### src/rtl/uart_tx_fifo.sv
// Buffered 8N1 UART transmitter: a synchronous byte FIFO drained by a serialiser
// that advances only on the shared 16x oversampled baud_tick enable.
module uart_tx_fifo #(
  parameter int DEPTH      = 16,
  parameter int OVERSAMPLE = 16
) (
  input  logic                     clk,
  input  logic                     rst,
  input  logic                     baud_tick,
  input  logic                     push,
  input  logic [7:0]               push_data,
  output logic                     full,
  output logic                     empty,
  output logic [$clog2(DEPTH):0]   count,
  output logic                     overflow,
  output logic                     tx,
  output logic                     tx_busy
);
  localparam int AW = $clog2(DEPTH);
  localparam int CW = AW + 1;
  localparam int TW = (OVERSAMPLE > 1) ? $clog2(OVERSAMPLE) : 1;

  typedef enum logic [1:0] {IDLE, START, DATA, STOP} state_t;

  state_t                 state;
  logic [DEPTH-1:0][7:0]  mem;
  logic [AW-1:0]          wr_ptr, rd_ptr;
  logic [CW-1:0]          cnt;
  logic [TW-1:0]          tick_cnt;
  logic [2:0]             bit_cnt;
  logic [7:0]             shift;
  logic                   accept, pop, bit_end;

  assign count   = cnt;
  assign full    = (cnt == CW'(DEPTH));
  assign empty   = (cnt == '0);
  // Acceptance looks only at registered full, so a same-cycle pop never frees a slot.
  assign accept  = push & ~full;
  assign bit_end = baud_tick && (tick_cnt == TW'(OVERSAMPLE - 1));
  assign pop     = ~empty & ((state == IDLE) | ((state == STOP) & bit_end));

  always_ff @(posedge clk) begin
    if (accept) mem[wr_ptr] <= push_data;
  end

  always_ff @(posedge clk or negedge rst) begin
    if (!rst) begin
      wr_ptr   <= '0;
      rd_ptr   <= '0;
      cnt      <= '0;
      overflow <= 1'b0;
    end else begin
      overflow <= push & full;
      if (accept) wr_ptr <= wr_ptr + AW'(1);
      if (pop)    rd_ptr <= rd_ptr + AW'(1);
      cnt <= cnt + CW'(accept) - CW'(pop);
    end
  end

  always_ff @(posedge clk or negedge rst) begin
    if (!rst) begin
      state    <= IDLE;
      tx       <= 1'b1;
      tx_busy  <= 1'b0;
      shift    <= '0;
      bit_cnt  <= '0;
      tick_cnt <= '0;
    end else begin
      case (state)
        IDLE: begin
          tx      <= 1'b1;
          tx_busy <= 1'b0;
          if (pop) begin
            shift    <= mem[rd_ptr];
            tx       <= 1'b0;
            tx_busy  <= 1'b1;
            tick_cnt <= '0;
            state    <= START;
          end
        end
        START: if (baud_tick) begin
          if (bit_end) begin
            tick_cnt <= '0;
            tx       <= shift[0];
            bit_cnt  <= '0;
            state    <= DATA;
          end else tick_cnt <= tick_cnt + TW'(1);
        end
        DATA: if (baud_tick) begin
          if (bit_end) begin
            tick_cnt <= '0;
            if (bit_cnt == 3'd7) begin
              tx    <= 1'b1;
              state <= STOP;
            end else begin
              shift   <= shift >> 1;
              bit_cnt <= bit_cnt + 3'd1;
              tx      <= shift[1];
            end
          end else tick_cnt <= tick_cnt + TW'(1);
        end
        STOP: if (baud_tick) begin
          if (bit_end) begin
            tick_cnt <= '0;
            // Chain straight into the next start bit so tx_busy never drops.
            if (pop) begin
              shift <= mem[rd_ptr];
              tx    <= 1'b0;
              state <= START;
            end else begin
              tx_busy <= 1'b0;
              state   <= IDLE;
            end
          end else tick_cnt <= tick_cnt + TW'(1);
        end
        default: state <= IDLE;
      endcase
    end
  end
endmodule

### config.mk
export PLATFORM = sky130hd
export DESIGN_NAME = uart_tx_fifo
export DESIGN_NICKNAME = d
export VERILOG_FILES = /design/src/rtl/uart_tx_fifo.sv
export SDC_FILE = /design/constraint.sdc
export NUM_CORES = 1
export LEC_CHECK = 0
export ABC_AREA = 1
export BUFFER_PORTS_ARGS = -buffer_cell sky130_fd_sc_hd__buf_2
export CORE_MARGIN = 2
export CORE_UTILIZATION = 55
export CTS_CLUSTER_DIAMETER = 50
export DETAILED_ROUTE_END_ITERATION = 7
export PLACE_DENSITY = 0.7
export SETUP_SLACK_MARGIN = 0.05
export SYNTH_ARGS = -nofsm -noshare
export SYNTH_HDL_FRONTEND = slang
export SYNTH_SLANG_ARGS = --single-unit
export TNS_END_PERCENT = 10
### constraint.sdc
create_clock -name clk -period 2.7 [get_ports clk]
set_input_delay 0.135 -clock clk [delete_from_list [all_inputs] [get_ports clk]]
set_output_delay 0.135 -clock clk [all_outputs]
set_load 0.02 [all_outputs]
# After elaboration in Yosys (flattened, before gate mapping)
# Index checks and enable logic that the tools add are counted.
[word_totals]
regBits = 161
in_bits = 12
output_inout_bits = 10
wordCells = 121
[classes]
n_addsub = 6
magnitude_cmp = 3
eq_ne = 18
muxes = 47
bitwise_logic = 7
reduce_logical = 14
[op_table]
columns = ["cell", "count"]
rows = [
  ["128-bit bitwise mux", 1],
  ["8-bit 2-to-1 mux", 8],
  ["8-bit binary-select mux with 4-bit select", 1],
  ["8-bit demux with 4-bit select", 1],
  ["8-bit one-hot mux with 3 select lines", 1],
  ["2-bit != test (second input constant)", 11],
  ["2-bit 2-to-1 mux", 8],
  ["3-bit 2-to-1 mux", 5],
  ["1-bit 2-to-1 mux", 14],
  ["4-bit by 1-bit adder with 4-bit output (second input constant)", 3],
  ["4-bit 2-to-1 mux", 3],
  ["6-bit AND reduction", 2],
  ["4-bit by 5-bit less-than comparator with 1-bit output (second input constant)", 2],
  ["2-bit one-hot mux with 4 select lines", 1],
  ["4-bit one-hot mux with 2 select lines", 1],
  ["8-bit AND reduction", 1],
  ["7-bit AND reduction", 1],
  ["3-bit one-hot mux with 2 select lines", 1],
  ["5-bit by 1-bit adder with 5-bit output", 1],
  ["5-bit equality test (second input constant)", 1],
  ["5-bit logical NOT", 1],
  ["5-bit by 1-bit subtractor with 5-bit output", 1],
  ["1-bit bitwise AND", 4],
  ["2-bit equality test (second input constant)", 2],
  ["17 further kinds", 20],
]

# Longest topological paths before layout
# Gate-level depths: netlist (run 1).
[depth]
ltp_word = 9
mapped_depth = 14
ltp_nobuf = 14

# Worst setup path before layout (run 1)
# OpenSTA, ideal clock, no wires.
[synth_path]
kind = "flip-flop to flip-flop"
from = "register cnt[3] (netlist: count[3])"
to = "register cnt[4] (netlist: count[4])"
setup_time_ps = 79
t_arrival_ps = 2483
required_ps = 2621
setup_slack_ps = 137
path_stages_with_launch = 15
path_buffers = 0
synth_period_minus_slack_ps = 2563
path_cell_list = "dfrtp_1 -> inv_1 -> ha_1 -> nand2_1 -> nor2_1 -> inv_1 -> nand2_1 -> ha_1 -> inv_1 -> ha_1 -> fa_1 -> a21oi_1 -> nor2_1 -> nor2_1 -> xor2_1"
[synth_between]
elab_chain_len = 5
elab_cells_between_ends = 8
classes_between = "2 x add/sub; 1 x eq/ne; 4 x bitwise; 1 x reduce/logical"
[synth_rtl]
columns = ["item", "line", "rtl"]
rows = [
  ["from (decl)", "28", "logic [CW-1:0] cnt;"],
  ["from (signal assigned)", "56", "cnt <= cnt + CW'(accept) - CW'(pop);"],
  ["5-bit equality test", "35", "assign full = (cnt == CW'(DEPTH));"],
  ["named net full", "12", "output logic full,"],
  ["1-bit inverter", "38", "assign accept = push & ~full;"],
  ["1-bit bitwise AND", "38", ""],
  ["5-bit by 1-bit adder with 5-bit output", "56", ""],
  ["5-bit by 1-bit subtractor with 5-bit output", "56", ""],
]
# The timed path passes the listed nets, and every way through them passes these cells.
# A chain may end at the register's enable or synchronous reset.

# Worst setup path in the final report (run 1)
[layout_path]
from = "register state[1]"
to = "register cnt[4] (netlist: count[4])"
[layout_between]
elab_chain_len = 5
elab_cells_between_ends = 6
classes_between = "1 x add/sub; 1 x eq/ne; 3 x bitwise; 1 x reduce/logical"
[layout_rtl]
columns = ["item", "line", "rtl"]
rows = [
  ["from (decl)", "25", "state_t state;"],
  ["from (signal assigned)", "62", "state <= IDLE;"],
  ["from (signal assigned)", "78", "state <= START;"],
  ["from (signal assigned)", "86", "state <= DATA;"],
  ["2-bit equality test", "40", "assign pop = ~empty & ((state == IDLE) | ((state == STOP) & bit_end));"],
  ["1-bit bitwise AND", "40", ""],
  ["1-bit bitwise OR (*)", "40", ""],
  ["1-bit bitwise AND (*)", "40", ""],
  ["named net pop", "32", "logic accept, pop, bit_end;"],
  ["5-bit by 1-bit subtractor with 5-bit output (*)", "56", ""],
]
# Mark *: on every way through the listed nets, which the timed path passes. The rest lies on a longest branch.

==> results.py, run 1 <==
metrics = {
    "clock_tree": {
        "tritoncts": "built",
        "cts-htree-levels": 4,
        "cts_inserted_buffers": 17,
        "worstSkewPairLatency_ns": 0.43,
        "root_buffer": "clkbuf_16",
        "clockBufferDepth": 2,
        "cts_sinks": 161,
        "clk_pin_slew_ns": 0.06,
    },
    "placed_design": {
        "place.gp.congestion": 0.8563,
        "hpwl_um": 9595,
        "place_area_mm2": 0.007433,
        "port_buffers": 21,
    },
    "drt": {
        "vias": 4812,
        "drc": 0,
        "dr.first_iter.drc_count": 467,
        "drt-pass1-iter-count": 5,
        "antenna_left": 0,
        "wire_per_inst_um": 17.40,
        "routed_wl_um": 15260,
        "viasPerCell": 5.487,
    },
    "worst_setup_path": {
        "worstReg2RegEnd": "count[4]",
        "start_kind": "register",
        "end_kind": "register",
        "cp_max_fo": 6,
        "cp_data_arrival_time_ns": 2.84,
        "regToRegSetupSlack_ns": 0.21,
        "critPathRequiredTime_ns": 3.05,
        "rr_startpoint": "state[1]",
        "r2r_cells": 14,
        "worstSetupPathType": "reg -> reg",
    },
    "finish": {
        "final_nets": 725,
        "fillers": 992,
        "n_antenna_cell": 0,
        "final_util_pct": 63.32,
        "multi_input_area_mm2": 0.002108,
        "drive_gt1_share_pct": 12.20,
        "seq_area_mm2": 0.004673,
        "fin_area_mm2": 0.007990,
        "area_delta_synth_final_pct": 12.21,
    },
    "yosys": {
        "synth_compound_area_share_pct": 6.009,
        "yosysWarnings": 0,
        "yosysUniqueCellTypes": 35,
        "synth-simple-area-share_pct": 18.36,
        "syn-instance-count": 659,
        "ys_seq_area_share_pct": 65.59,
        "syn_area_mm2": 0.007121,
        "synthAdderAreaFrac_pct": 3.795,
        "synth_edf_count": 128,
        "synth.area.mux_share_pct": 0,
        "synth_fp_nets": 692,
        "synthFlopType": "edfxtp_1",
        "ys_seq_elements": 161,
        "synth_top_family_by_area": "simple AND/OR/NAND/NOR gates",
        "async_flop_share_pct": 20.50,
        "synth_xor_area_share_pct": 1.353,
        "avgSynthCellArea_um2": 10.81,
    },
    "grt": {
        "gr-total-overflow": 0,
        "grtUsageTotal_pct": 23.22,
        "grt_pass1_wl_um": 24080,
        "grt_pass1_vias": 4728,
        "grt_start_max_net_pins": 81,
        "antenna_found_initial": 0,
    },
    "outcome": {
        "status": "finished, final reports clean",
    },
    "sta": {
        "fin_hold_ws_ns": 0.1126,
        "relSlewSlack_pct": 47.71,
        "finalSetupViolations": 0,
        "fin_setup_tns_ns": 0,
        "hold_violations": 0,
        "layout_min_cycle_time_ns": 2.493,
        "fin_skew_ns": 0.008583,
        "max_freq_mhz": 401.1,
        "slew_violations": 0,
        "fin_crit_sh_pct": 92.33,
        "rsz0062_at_grt": "false",
        "tightest_slew_ns": 0.7844,
    },
    "worst_hold_path": {
        "whs_path_depth": 1,
        "hold_class": "in -> reg",
        "min_to": "mem[111]",
        "hp-start": "push_data[7]",
    },
    "floorplan": {
        "chipHeight_um": 117.8,
        "ios": 22,
        "core_mm2": 0.01262,
        "die_w_um": 117.8,
        "initial_core_util_pct": 56.42,
        "num_rows": 41,
        "die_area_mm2": 0.01387,
    },
    "pwr": {
        "power_density_mw_per_mm2": 1111,
        "vdd_ir_drop_max_mv": 0.7289,
        "p_leak_nw": 3.218,
    },
    "job": {
        "drv_cap": 0,
    },
}
## cell type report
class | instances | area share [%]
well taps | 172 | 2.693
clock inverters | 8 | 0.7516
multi-input cells | 418 | 26.39
inverters | 53 | 2.490
repair buffers | 41 | 3.414
flip-flops and latches | 161 | 58.49
clock buffers | 24 | 5.778
## through the flow
| stage | total power (W) | setup WS, ns | std cells |
|---|---|---|---|
| after CTS | 0.008848 | 0.07623 | 876 |
| after floorplan | 0.005783 | 0.1374 | 659 |
| after global placement | 0.006582 | 0.2501 | 842 |
| final | 0.008876 | 0.2071 | 877 |
| after detailed placement | 0.006706 | 0.1106 | 842 |
| after global routing | 0.009440 | 0.05422 | 877 |
## power breakdown
| group | internal, W | switching, W |
|---|---|---|
| Clock | 0.00120 | 0.000945 |
| Combinational | 0.00109 | 0.00228 |
| Sequential | 0.00312 | 0.000235 |
## worst max-delay path by stage
| stage | from | end | slack [ns] | cells past startpoint |
|---|---|---|---|---|
| floorplan | count[3] | count[4] | 0.14 | 14 |
| global placement | state[0] | count[4] | 0.25 | 14 |
| detailed placement | state[0] | count[4] | 0.11 | 14 |
| CTS | state[0] | count[4] | 0.08 | 14 |
| global route | state[0] | count[4] | 0.05 | 14 |
| finish | state[1] | count[4] | 0.21 | 14 |
## cell usage in the layout, fill, tap and decap left out, types with 20 or more instances in the layout
cell type  netlist  final
inv_1           49     48
ha_1            20     20
nand2_1        122    122
nand3_1         59     59
edfxtp_1       128    128
dfrtp_1         32     30
buf_2           14     21
nor2_1         111    111
o21ai_0         48     48
## worst max-delay path, stage by stage (launching register included)
cell	delay [ns]
dfrtp_1	0.41
inv_2	0.09
ha_1	0.21
inv_1	0.08
nand2_1	0.09
nand3_2	0.09
inv_1	0.10
ha_1	0.29
inv_1	0.04
ha_1	0.20
fa_2	0.38
a21oi_2	0.13
nor2_1	0.05
nor2_1	0.11
xor2_1	0.15
## registers in the layout, summed over array words and instances, names as in the netlist
signal and flops:
bit_cnt 3, shift 8, tick_cnt 4, tx_busy 1, wr_ptr 4, overflow 1
mem 128, tx 1, state 2, rd_ptr 4, count 5
## layer usage
layer | vias up | track usage [%] | routed length (um)
met1 | 2333 | 27.87 | 6172
met3 | 36 | 5.620 | 769
li1 | 2298 | - | -
met2 | 145 | 40.33 | 7935
met5 | - | 0 | 0
met4 | 0 | 9.337 | 384
## kinds of logic (layout without fill, tap and decap cells)
kind of cell	Yosys count	after routing
and+or+nand+nor	311	311
DFF	161	161
buffers and inverters	80	126
AOI/OAI and AO/OA	75	75
adders and majority gates	21	21
xor gates and xnor gates	11	11
## cell usage after synthesis (2+ instances only)
master	instances	area, um^2
a21oi_1	6	30.03
a32o_1	2	20.02
buf_2	14	70.07
buf_4	4	30.03
buf_6	2	22.52
clkbuf_1	6	22.52
dfrtp_1	32	800.8
edfxtp_1	128	3844
ha_1	20	250.2
inv_1	49	183.9
inv_2	3	11.26
nand2_1	122	457.9
nand2_2	4	25.02
nand3_1	59	295.3
nand4_1	3	18.77
nor2_1	111	416.7
nor2_2	4	25.02
nor3_1	2	10.01
o211ai_1	13	97.59
o21ai_0	48	240.2
o21ai_1	2	10.01
o21ai_2	2	17.52
xor2_1	11	96.34
## what timing repair did
| item | in CTS | in global routing |
|---|---|---|
| setup buffers | 0 | 1 |
| setup endpoints to repair | 0 | 1 |
| endpoints found under the hold margin | 33 | 0 |
| resized for setup | 0 | 4 |
| hold buffers | 2 | 0 |
(Power assumes the default switching activity.)
==> inputs of run 2 (changes only) <==
==> constraint.sdc (replaced) <==
create_clock -name clk -period 2.7 [get_ports clk]
set_input_delay 0.54 -clock clk [delete_from_list [all_inputs] [get_ports clk]]
set_output_delay 0.54 -clock clk [all_outputs]
set_load 0.02 [all_outputs]
==> run 2 against run 1 <==
Against the previous run:
- count of clock-buffer cells in the layout is 5 higher
- hold slack gained 0.082 ns
- global-route usage up 0.095 points
- sequential share of layout area decreased by 0.73 points
- first-iteration DRC count decreased by 23%
- largest power group unchanged
- fmax increased by 0.31%
- combinational power about the same
- total power rose by 3.4%
==> results.py, run 2 (synthesis results as in run 1) <==
metrics = {
    "outcome": {
        "status": "finished, final reports clean",
    },
    "pwr": {
        "power_density_mw_per_mm2": 1134,
        "p_leak_nw": 3.292,
        "vdd_ir_drop_max_mv": 0.5405,
    },
    "sta": {
        "relSlewSlack_pct": 45.72,
        "rsz0062_at_grt": "false",
        "fin_setup_tns_ns": 0,
        "slew_violations": 0,
        "setup_ws_ns": 0.2148,
        "finalSetupViolations": 0,
        "max_freq_mhz": 402.4,
        "fin_crit_sh_pct": 92.05,
        "layout_min_cycle_time_ns": 2.485,
        "fin_skew_ns": 0.004602,
        "tightest_slew_ns": 0.8142,
        "fin_hold_ws_ns": 0.1945,
        "hold_violations": 0,
    },
    "placed_design": {
        "dp_slack_ns": 0.1541,
        "hpwl_um": 9444,
        "port_buffers": 21,
        "place.gp.congestion": 0.8169,
    },
    "worst_setup_path": {
        "worstSetupPathType": "reg -> reg",
        "start_kind": "register",
        "rr_startpoint": "state[0]",
        "cp_data_arrival_time_ns": 2.83,
        "cp_max_fo": 5,
        "end_kind": "register",
        "critPathRequiredTime_ns": 3.05,
        "regToRegSetupSlack_ns": 0.21,
        "worstReg2RegEnd": "count[4]",
        "r2r_cells": 14,
    },
    "finish": {
        "layout_commonest_cell": "edfxtp_1",
        "drive_gt1_share_pct": 12.15,
        "final_cell_mix": "edfxtp_1 (128), nand2_1 (122), nor2_1 (111)",
        "final_nets": 728,
        "area_delta_synth_final_pct": 13.60,
        "largest_register_ffs": 128,
        "largest-register": "mem",
        "fillers": 993,
        "n_antenna_cell": 0,
    },
    "job": {
        "drv_cap": 0,
    },
    "grt": {
        "antenna_found_initial": 0,
        "grt_start_max_net_pins": 81,
        "gr-total-overflow": 0,
        "grtUsageTotal_pct": 23.32,
        "grt_pass1_vias": 4624,
        "grt_pass1_wl_um": 24390,
    },
    "drt": {
        "antenna_left": 0,
        "wire_per_inst_um": 17.43,
        "drc": 0,
        "drt-pass1-iter-count": 5,
        "vias": 4769,
        "routed_wl_um": 15340,
        "dr.first_iter.drc_count": 360,
        "viasPerCell": 5.419,
    },
    "floorplan": {
        "die_area_mm2": 0.01387,
        "die_w_um": 117.8,
        "num_rows": 41,
        "chipHeight_um": 117.8,
        "core_mm2": 0.01262,
        "initial_core_util_pct": 56.42,
        "ios": 22,
    },
    "clock_tree": {
        "root_buffer": "clkbuf_16",
        "cts_sinks": 161,
        "clockBufferDepth": 2,
        "cts-htree-levels": 4,
        "worstSkewPairLatency_ns": 0.42,
        "clk_pin_slew_ns": 0.06,
        "cts_inserted_buffers": 17,
        "tritoncts": "built",
    },
    "worst_hold_path": {
        "hold_class": "in -> async",
    },
}
==> run 2: final cells by class <==
type	count	area (um^2)	share of cell area, %
Sequential cell	161	4672	57.76
Multi-Input combinational cell	418	2105	26.02
Clock inverter	3	63.81	0.7889
Tap cell	172	215.2	2.660
Timing Repair Buffer	44	290.3	3.589
Clock buffer	29	544.3	6.729
Inverter	53	198.9	2.459
==> run 2: how the worst max path moves through the flow <==
stage	startpoint	end	slack (ns)	cells past startpoint
finish	state[0]	count[4]	0.21	14
global route	state[0]	count[4]	0.05	14
CTS	state[0]	count[4]	0.15	14
detailed placement	state[0]	count[4]	0.15	14
global placement	baud_tick	count[4]	0.25	13
floorplan	count[3]	count[4]	0.14	14
==> run 2: per-stage QoR <==
step                      area [um^2]  total power [W]  util [%]  instances
after floorplan                  7121         0.005783         -        659
after global placement           7471         0.006570     59.20        847
after detailed placement         7471         0.006713     59.20        847
after CTS                        8079         0.009184     64.02        879
after global routing             8089         0.009734     64.10        880
final                            8089         0.009177     64.10        880
==> run 2: repair_timing <==
action                     in CTS  in global routing
setup endpoints to repair       0                  1
resized for setup               0                  1
hold buffers                    0                  0
setup buffers                   0                  1
==> run 2: where the power goes <==
| group | internal [W] | total [W] | switching [W] | leakage, nW |
|---|---|---|---|---|
| clock | 0.00155 | 0.00244 | 0.000890 | 0.293 |
| sequential | 0.00312 | 0.00335 | 0.000231 | 1.56 |
| combinational | 0.00109 | 0.00338 | 0.00230 | 1.44 |
==> run 2: layer usage <==
layer,wire (um),global-route usage [%],vias to the layer above
met4,278,8.283,0
met5,0,0,-
met3,931,5.523,20
li1,-,-,2301
met2,7902,39.90,146
met1,6227,29.10,2302
==> run 2: worst max-delay path: stages, from the launching register on <==
cell and delay (ns):
dfrtp_1 0.40, inv_1 0.11, ha_1 0.22, inv_1 0.07, nand2_1 0.08, nand3_2 0.08, inv_1 0.10, ha_1 0.28
inv_1 0.04, ha_1 0.20, fa_2 0.36, a21oi_1 0.14, nor2_1 0.05, nor2_1 0.12, xor2_1 0.15
==> inputs of run 3 (changes only) <==
- clock period: 2.7 -> 2.4 ns (I/O delays scaled with it)
==> run 3 against run 2 <==
Against the previous run:
- sequential cell count unchanged
- largest power group unchanged
- sequential power increased by 13%
- critical path depth unchanged
- critical path type unchanged
- clock power increased by 9.0%
- highest routed layer unchanged
- design area increased by 2.0%
- register-to-register slack got worse by 0.15 ns
- largest cell class unchanged
==> results.py, run 3 (synthesis results as in run 1) <==
metrics = {
    "worst_setup_path": {
        "worst-path-buf-inv": 4,
        "worstPathCellList": "inv_2 > ha_4 > inv_4 > nand2_2 > nand3_2 > inv_2 > ha_4 > inv_2 > ha_4 > fa_2 > a21oi_2 > nor2_1 > nor2_1 > xor2_1",
        "start_kind": "register",
        "end_kind": "register",
        "critPathRequiredTime_ns": 2.74,
        "cp_data_arrival_time_ns": 2.67,
        "critPathMaxStageDelay_ns": 0.43,
        "worstSetupPathType": "reg -> reg",
        "slowest_stage": "dfrtp_1",
        "critPathTopFamily": "adder cells",
        "regToRegSetupSlack_ns": 0.06,
        "cp_max_fo": 3,
    },
    "clock_tree": {
        "root_buffer": "clkbuf_16",
        "clockBufferDepth": 2,
        "ctsHoldBuffers": 0,
        "cts-htree-levels": 4,
        "cts_sinks": 161,
        "clk_pin_slew_ns": 0.06,
        "worstSkewPairLatency_ns": 0.43,
        "tritoncts": "built",
        "cts_inserted_buffers": 17,
    },
    "grt": {
        "gr-total-overflow": 0,
        "grt_pass1_vias": 4869,
        "grtUsageTotal_pct": 23.26,
        "antenna_found_initial": 0,
        "grt_pass1_wl_um": 24630,
        "grt_start_max_net_pins": 59,
    },
    "finish": {
        "final_util_pct": 65.38,
        "area_delta_synth_final_pct": 15.87,
        "final_nets": 740,
        "layout_commonest_cell": "edfxtp_1",
        "largest_register_ffs": 128,
        "n_antenna_cell": 0,
        "fin_area_mm2": 0.008250,
        "drive_gt1_share_pct": 17.50,
        "final_cell_mix": "edfxtp_1 (128), nand2_1 (119), nor2_1 (109)",
        "largest-register": "mem",
        "fillers": 983,
    },
    "sta": {
        "fin_skew_ns": 0.009574,
        "relSlewSlack_pct": 47.62,
        "layout_min_cycle_time_ns": 2.337,
        "finalSetupViolations": 0,
        "slew_violations": 0,
        "fin_hold_ws_ns": 0.1350,
        "fin_setup_tns_ns": 0,
        "max_freq_mhz": 427.9,
        "hold_violations": 0,
        "rsz0062_at_grt": "true",
        "tightest_slew_ns": 0.7857,
        "fin_crit_sh_pct": 97.38,
    },
    "drt": {
        "viasPerCell": 5.435,
        "dr.first_iter.drc_count": 404,
        "drc": 0,
        "antenna_left": 0,
        "routed_wl_um": 15400,
        "wire_per_inst_um": 17.27,
        "drt-pass1-iter-count": 5,
        "vias": 4848,
    },
    "job": {
        "drv_cap": 0,
    },
    "floorplan": {
        "core_mm2": 0.01262,
        "die_area_mm2": 0.01387,
        "initial_core_util_pct": 56.42,
        "ios": 22,
        "die_w_um": 117.8,
        "num_rows": 41,
        "chipHeight_um": 117.8,
    },
    "pwr": {
        "vdd_ir_drop_max_mv": 1.048,
        "p_leak_nw": 3.333,
        "power_density_mw_per_mm2": 1282,
    },
    "placed_design": {
        "place.gp.congestion": 0.8604,
        "port_buffers": 21,
        "place_area_mm2": 0.007538,
        "hpwl_um": 9609,
    },
    "outcome": {
        "status": "finished, final reports clean",
    },
    "worst_hold_path": {
        "hold_class": "in -> async",
    },
}
[run 3: what timing repair did]
action / 4_1_cts / 5_1_grt
pin swaps: 3 / 5
resized for setup: 9 / 13
setup endpoints to repair: 1 / 1
buffers inserted: 2 / 4
[run 3: power by group]
| group | switching [W] | leakage, nW | internal [W] | total, W |
|---|---|---|---|---|
| logic | 0.00268 | 1.49 | 0.00145 | 0.00413 |
| registers | 0.000278 | 1.56 | 0.00351 | 0.00379 |
| clock network | 0.00111 | 0.283 | 0.00155 | 0.00266 |
| total | 0.00407 | 3.33 | 0.00651 | 0.0106 |
[run 3: final cells by class]
class	instances	area (um^2)	area share, %
sequential	161	4674	56.66
multi-input combinational	418	2197	26.63
clock buffer	19	432.9	5.247
timing repair buffer	56	380.4	4.610
tap	172	215.2	2.608
inverter	53	201.4	2.442
clock inverter	13	148.9	1.805
[run 3: worst register-to-register path: cells and delay by family (launching register included)]
family / cells / cell delay, ns
buffers and inverters: 4 / 0.25
adder cells (fa/ha/maj): 4 / 0.95
AO/OA/AOI/OAI: 1 / 0.15
flip-flops: 1 / 0.43
AND/OR/NAND/NOR: 4 / 0.30
XOR/XNOR: 1 / 0.18
[run 3: per-stage QoR]
stage / total power (W) / worst slack, ns / std cells
floorplan: 0.006526 / 0.08138 / 659
global placement: 0.007470 / 0.07627 / 854
detailed placement: 0.007634 / -0.04239 / 854
CTS: 0.01039 / 0.05264 / 888
global route: 0.01128 / 0.005711 / 892
finish: 0.01058 / 0.06276 / 892
[run 3: worst paths after layout]
path                            startpoint   endpoint  cells past startpoint
worst max-delay path              state[0]   count[4]                     14
worst max register to register    state[0]   count[4]                     14
min in group clk                      push   overflow                      3
worst min-delay path                   rst  rd_ptr[3]                      1
max in group asynchronous              rst   count[2]                      1
worst min register to register    shift[1]   shift[1]                      2
[run 3: layer usage]
layer	GRT usage [%]	vias to the layer above	share of wire, %	routed length [um]
met4	8.961	0	2.1	324
met2	40.12	132	51	7905
met1	28.68	2363	42	6518
met5	0	-	0	0
li1	-	2326	-	-
met3	5.136	27	4.2	654
